File: config.mk
export PLATFORM = sky130hd
export DESIGN_NAME = sym9_pattern_gen
export DESIGN_NICKNAME = d
export VERILOG_FILES = /design/src/rtl/sym9_pattern_gen.sv
export SDC_FILE = /design/constraint.sdc
export NUM_CORES = 1
export LEC_CHECK = 0
export ABC_CLOCK_PERIOD_IN_PS = 5200
export CAP_MARGIN = 10
export CORE_MARGIN = 5
export CORE_UTILIZATION = 30
export DETAILED_ROUTE_END_ITERATION = 16
export PLACE_DENSITY = 0.49
export SYNTH_ARGS = -nofsm -noshare
export SYNTH_HDL_FRONTEND = slang
export SYNTH_SLANG_ARGS = --single-unit
export TNS_END_PERCENT = 1
File: constraint.sdc
create_clock -name clk -period 5.2 [get_ports clk]
set_clock_uncertainty 0.05 [all_clocks]
set_input_delay 1.04 -clock clk [delete_from_list [all_inputs] [get_ports clk]]
set_output_delay 1.04 -clock clk [all_outputs]
set_load 0.03 [all_outputs]
File: src/rtl/sym9_pattern_gen.sv
// Enumerates, in ascending order, every W-bit vector whose popcount lies in [LO,HI]
// and streams them over a valid/ready handshake with progress reporting.
module sym9_pattern_gen #(
  parameter int W  = 9,
  parameter int LO = 3,
  parameter int HI = 6,
  parameter int CW = W + 1
) (
  input  logic          clk,
  input  logic          rst,
  input  logic          start,
  output logic [W-1:0]  pattern,
  output logic          pattern_valid,
  input  logic          pattern_ready,
  output logic          busy,
  output logic          done,
  output logic [CW-1:0] pattern_count
);

  localparam int PCW = $clog2(W + 1);

  typedef enum logic [1:0] {
    IDLE,
    SCAN,
    HOLD,
    DONE
  } state_t;

  state_t         state;
  logic [W-1:0]   cand;
  logic [PCW-1:0] pc;
  logic           in_range;
  logic           cand_last;

  always_comb begin
    pc = '0;
    for (int unsigned i = 0; i < W; i++) begin
      pc = pc + PCW'(cand[i]);
    end
  end

  assign in_range  = (int'(pc) >= LO) && (int'(pc) <= HI);
  // All-ones is the terminal candidate; cand is never allowed to wrap.
  assign cand_last = &cand;

  always_ff @(posedge clk or posedge rst) begin
    if (rst) begin
      state         <= IDLE;
      cand          <= '0;
      pattern       <= '0;
      pattern_valid <= 1'b0;
      busy          <= 1'b0;
      done          <= 1'b0;
      pattern_count <= '0;
    end else begin
      case (state)
        IDLE, DONE: begin
          if (start) begin
            cand          <= '0;
            pattern_count <= '0;
            done          <= 1'b0;
            busy          <= 1'b1;
            state         <= SCAN;
          end
        end
        SCAN: begin
          if (in_range) begin
            pattern       <= cand;
            pattern_valid <= 1'b1;
            state         <= HOLD;
          end else if (cand_last) begin
            busy  <= 1'b0;
            done  <= 1'b1;
            state <= DONE;
          end else begin
            cand <= cand + W'(1);
          end
        end
        HOLD: begin
          if (pattern_ready) begin
            pattern_valid <= 1'b0;
            pattern_count <= pattern_count + CW'(1);
            if (cand_last) begin
              busy  <= 1'b0;
              done  <= 1'b1;
              state <= DONE;
            end else begin
              cand  <= cand + W'(1);
              state <= SCAN;
            end
          end
        end
        default: state <= IDLE;
      endcase
    end
  end

endmodule

### Word-level counts from Yosys, hierarchy flattened

Index checks and enable logic that the tools add are counted.

* bits in registers: 33
* output and inout port bits: 22
* logic and storage cells: 65

* add/subtract/negate cells: 10
* $lt $le $gt $ge: 2
* equality and inequality tests: 8
* multiplexer cells: 27
* reduce and logical (&&, ||, !) cells: 11

Operators by type and width (count)
* $mux W9: 4
* $pmux W9 S3: 1
* $add A4 B1 Y4: 5
* $mux W10: 2
* $pmux W10 S2: 1
* $reduce_and A3 Y1: 4
* $add A10 B1 Y10 const B: 1
* $mux W1: 10
* $mux W2: 5
* $add A9 B1 Y9 const B: 1
* $reduce_and A9 Y1: 1
* $ne A2 B2 Y1 const B: 4
* $pmux W1 S3: 2
* $pmux W2 S3: 1
* $add A3 B1 Y4: 1
* $eq A2 B2 Y1 const B: 2
* $ge A4 B2 Y1 const B: 1
* $le A4 B3 Y1 const B: 1
* $reduce_bool A2 Y1: 2
* $add A2 B1 Y3: 1
* $ne A3 B3 Y1 const B: 1
* $add A1 B1 Y2: 1
* $eq A2 B1 Y1 const B: 1
* $logic_not A2 Y1: 1
* 4 further kinds: 4

### Longest topological paths before layout

* depth in word-level cells: 12
* gate-level depth with buffers: 12
* depth with buffers taken out: 11

### Least setup slack after synthesis

No wires, ideal clock.

* kind: flip-flop to flip-flop
* start point: register cand[0]
* end point: register pattern[0]
* library setup time: 125 ps
* arrival: 4045 ps
* data required time: 5025 ps
* setup slack: 981 ps
* cell stages (with the launch flop): 12
* buffers on the path: 1
* cell sequence: dfrtp_1 > inv_1 > fa_1 > fa_1 > fa_1 > fa_1 > fa_1 > o21a_1 > or4b_1 > buf_2 > nand2_4 > mux2_2

* longest elaborated chain between the ends: 11
* elaborated cells between the ends (all ways): 12
* classes of those cells: add/sub: 8; order compare: 2; reduce/logical: 2

RTL lines
* from (decl): line 30 `logic [W-1:0] cand;`
* from (signal assigned): line 76 `cand <= cand + W'(1);`
* from (signal assigned): line 88 `cand <= cand + W'(1);`
* $add A1 B1 Y2: line 38 `pc = pc + PCW'(cand[i]);`
* $add A2 B1 Y3: line 38
* $add A3 B1 Y4: line 38
* $add A4 B1 Y4 (5 in a row): line 38
* $ge A4 B2 Y1 or $le A4 B3 Y1 (tied branches): line 42 `assign in_range = (int'(pc) >= LO) && (int'(pc) <= HI);`
* $logic_and A1 B1 Y1: line 42
* $reduce_and A2 Y1 (no source line)
* to (signal assigned): line 68 `pattern <= cand;`
* to (decl): line 12 `output logic [W-1:0] pattern,`

Parallel ways exist; a longest one is shown, timed or not.
A chain may end at the register's enable or synchronous reset.

### Worst setup path in the final report

* start point: register cand[0]
* end point: register pattern[4]

* longest elaborated chain between the ends: 11
* elaborated cells between the ends (all ways): 12
* classes of those cells: add/sub: 8; order compare: 2; reduce/logical: 2

RTL lines (line)
* $add A1 B1 Y2 *: 38
* $add A2 B1 Y3 *: 38
* $add A3 B1 Y4 *: 38
* $add A4 B1 Y4 * (5 in a row): 38
* $ge A4 B2 Y1 or $le A4 B3 Y1 (tied branches): 42
* $logic_and A1 B1 Y1 *: 42
* $reduce_and A2 Y1 (no source line) *

Every way passes the cells marked *; elsewhere a longest branch is shown, timed or not.

==> flow_metrics.py <==
metrics = {
    "route": {
        "dr_total_vias": 1587,
        "drt_pass1_iterations": 4,
        "viasPerCell": 5.20,
        "wl_per_cell_um": 14.8,
        "remaining_drc_errors": 0,
        "dr.first_iter.drc_count": 43,
        "drt_wl_total_mm": 4.53,
        "drtAntennaViolNets": 0,
    },
    "floorplanning": {
        "dieArea_um2": 8390,
        "core_area_um2": 6420,
        "ios": 26,
        "fp.dieH_um": 91.6,
        "fp.dieW_um": 91.6,
        "num_rows": 29,
        "initial_core_util_pct": 31.1,
    },
    "sta": {
        "fin_crit_sh_pct": 86.3,
        "slew_headroom_pct": 53.6,
        "hold_viol_final": 0,
        "slew_viol_final": 0,
        "period_needed_ns": 4.49,
        "tns_ns": 0,
        "finalSetupViolations": 0,
        "layout_setup_ws_ns": 0.713,
        "worstMarginPinSlew_ns": 0.687,
        "max_freq_mhz": 223,
        "whs_ns": 0.464,
        "rsz0062_at_grt": "false",
    },
    "global_routing": {
        "grt_pass1_vias": 1649,
        "grt_antenna_before_repair": 0,
        "grt.overflow.total": 0,
        "grt_pass1_wl_mm": 7.92,
        "grt_max_degree": 34,
        "grtUsageMet3_pct": 2.81,
        "grt_usage_pct": 11.6,
        "grtUsageMet1_pct": 15.0,
        "grtUsageMet2_pct": 18.9,
        "top_usage_layer": "met2",
    },
    "setup_path": {
        "worstPathRequired_ns": 5.32,
        "crit_slowest_cell": "or4b_1",
        "cp.arrival_ns": 4.60,
        "reg2reg_slack_ns": 0.71,
        "reg2reg_to": "pattern[4]",
        "crit_fanout": 10,
        "cp-start-kind": "flop",
        "slowest_delay_ns": 0.69,
        "end_kind": "flop",
        "reg2reg_depth": 10,
        "cp_cell_sequence": "inv_1 > fa_1 > fa_1 > fa_1 > fa_1 > fa_1 > o21a_1 > or4b_1 > nand2_4 > mux2_2",
        "r2r_start": "cand[0]",
        "critPathKind": "reg2reg",
        "critPathMostFrequentCell": "fa_1",
    },
    "logic_synthesis": {
        "yosys.area.top_type": "dfrtp_1",
        "synth_top_family_by_area": "simple AND/OR/NAND/NOR gates",
        "syn_area_um2": 2000,
        "yosys.area_share.simple_pct": 22.4,
        "synth_seq_cells": 33,
        "avgSynthCellArea_um2": 9.93,
        "ys_seq_area_share_pct": 41.4,
        "synth_warnings": 0,
        "synth_fp_nets": 217,
        "netlist_instances": 201,
        "synth-edff-count": 0,
        "synth_xor_area_share_pct": 0,
        "synthAdderAreaFrac_pct": 9.40,
        "synthMuxAreaShare_pct": 8.15,
        "ys_types": 48,
        "synth_compound_area_share_pct": 13.4,
        "ys_async_sr_fraction_pct": 100,
        "synthTopCellsByArea": "dfrtp_1 41%, mux2_2 5.6%, fa_1 5.0%",
        "synth_flop_cell": "dfrtp_1",
        "synth_top_area_share_pct": 41.4,
    },
    "worst_hold_path": {
        "min_path_type": "reg2reg",
        "min_path_cells": 1,
        "whs_endpoint": "pattern[8]",
        "min_from": "pattern[8]",
    },
    "power_and_ir_drop": {
        "p_per_area_nw_per_um2": 469,
        "netSwitchingFraction_pct": 43.2,
        "p_total_mw": 1.13,
        "pwr-share-clk_pct": 17.5,
        "vdd_drop_max_v": 0.000183,
        "pwr-share-comb_pct": 52.2,
        "p_leak_nw": 1.07,
        "p_seq_share_pct": 30.3,
        "p_int_mw": 0.641,
        "p_sw_mw": 0.487,
    },
    "place": {
        "dpl-instance-area_um2": 2320,
        "hpwl_mm": 3.30,
        "dp.cells": 297,
        "place_congestion": 0.798,
        "pre_cts_ws_ns": 0.742,
        "port_buffers": 25,
    },
    "status": {
        "status": "finished, final reports clean",
    },
    "clock_network": {
        "cts_made_buffers": 5,
        "clockRootBuffer": "clkbuf_8",
        "post_cts_buffers": 0,
        "clk_latency_ns": 0.29,
        "cts_buffer_depth": 2,
        "cts.repair.resized": 0,
        "cts_hold_buf": 0,
        "path_clk_slew_ns": 0.07,
        "htreeDepth": 2,
        "cts.sinks": 33,
        "cts_tree": "done",
    },
    "final_layout": {
        "fin_area_um2": 2410,
        "drive_gt1_share_pct": 11.0,
        "post-route-util_pct": 37.5,
        "area_growth_syn_to_layout_pct": 20.6,
        "fin_cells": 305,
        "nets": 243,
        "diodes": 0,
    },
    "flow_run": {
        "maxCapViolations": 0,
    },
}
-- cell usage after synthesis, types with 2 or more instances --
cell type / n
o31ai_1: 2
o2111ai_1: 2
nand4_1: 5
nand3_1: 8
a21oi_1: 2
a31oi_1: 3
fa_1: 5
and3_1: 5
o21ai_0: 4
dfrtp_1: 33
mux2i_1: 5
ha_1: 7
a311o_1: 2
or3_1: 4
nor3_1: 9
o211ai_1: 2
inv_1: 20
buf_2: 3
clkbuf_1: 4
mux2_2: 10
nand2b_1: 9
nand2_1: 16
a22o_1: 4
nor4_1: 3
nor2b_1: 5
nor2_1: 6
and2_1: 2
-- power groups by stage --
stage | combinational [mW] | clock [mW] | sequential (mW)
2_1_floorplan | 0.390 | 0 | 0.401
3_3_place_gp | 0.590 | 0 | 0.348
3_5_place_dp | 0.593 | 0 | 0.347
4_1_cts | 0.596 | 0.206 | 0.343
5_1_grt | 0.665 | 0.216 | 0.351
6_report | 0.589 | 0.198 | 0.342
-- registers in the layout, summed over array words and instances, names as in the netlist --
register	cells
pattern	9
done	1
state	2
pattern_count	10
busy	1
pattern_valid	1
cand	9
-- logic make-up (layout without fill, tap and decap cells) --
kind of cell	count (synthesis)	after routing
simple gates	80	80
mux	15	15
compound gates	34	34
flops	33	33
buf+inv	27	54
fa+ha+maj	12	12
-- layout by cell type (no fill, tap or decap), types with 2 or more instances in the layout --
| cell | count |
|---|---|
| dfrtp_1 | 33 |
| clkdlybuf4s50_1 | 25 |
| inv_1 | 20 |
| nand2_1 | 16 |
| mux2_2 | 10 |
| nand2b_1 | 9 |
| nor3_1 | 9 |
| nand3_1 | 8 |
| ha_1 | 7 |
| nor2_1 | 6 |
| nor2b_1 | 5 |
| and3_1 | 5 |
| mux2i_1 | 5 |
| nand4_1 | 5 |
| fa_1 | 5 |
| clkbuf_8 | 5 |
| or3_1 | 4 |
| o21ai_0 | 4 |
| a22o_1 | 4 |
| a31oi_1 | 3 |
| nor4_1 | 3 |
| o2111ai_1 | 2 |
| o211ai_1 | 2 |
| o31ai_1 | 2 |
| and2_1 | 2 |
| a21oi_1 | 2 |
| a311o_1 | 2 |
| clkinv_2 | 2 |
-- cell type report --
class | instances | area [um^2]
fillers | 644 | 4020
multi-input cells | 141 | 1070
clock buffers | 5 | 68.8
well taps | 77 | 96.3
inverters | 20 | 75.1
flip-flops and latches | 33 | 826
clock inverters | 3 | 17.5
repair buffers | 26 | 258
-- layer usage --
layer | part of all wire (%) | routed length [um]
met2 | 46 | 2100
met3 | 3.5 | 160
met1 | 48 | 2190
met4 | 1.6 | 73
met5 | 0 | 0
-- how the worst max path moves through the flow --
| stage | end | cells past startpoint | from |
|---|---|---|---|
| 2_1_floorplan | pattern[0] | 11 | cand[0] |
| 3_3_place_gp | pattern[7] | 10 | cand[0] |
| 3_5_place_dp | pattern[1] | 10 | cand[0] |
| 4_1_cts | pattern[4] | 10 | cand[0] |
| 5_1_grt | cand[6] | 10 | cand[0] |
| 6_report | pattern[4] | 10 | cand[0] |
-- critical path: cells and delay by family, from the launching register on --
family,cells,cell delay (ns)
adders and majority gates,5,2.31
AOI/OAI and AO/OA,1,0.24
muxes,1,0.36
DFF,1,0.40
buffers and inverters,1,0.09
and+or+nand+nor,2,0.91
(Power assumes the default switching activity.)
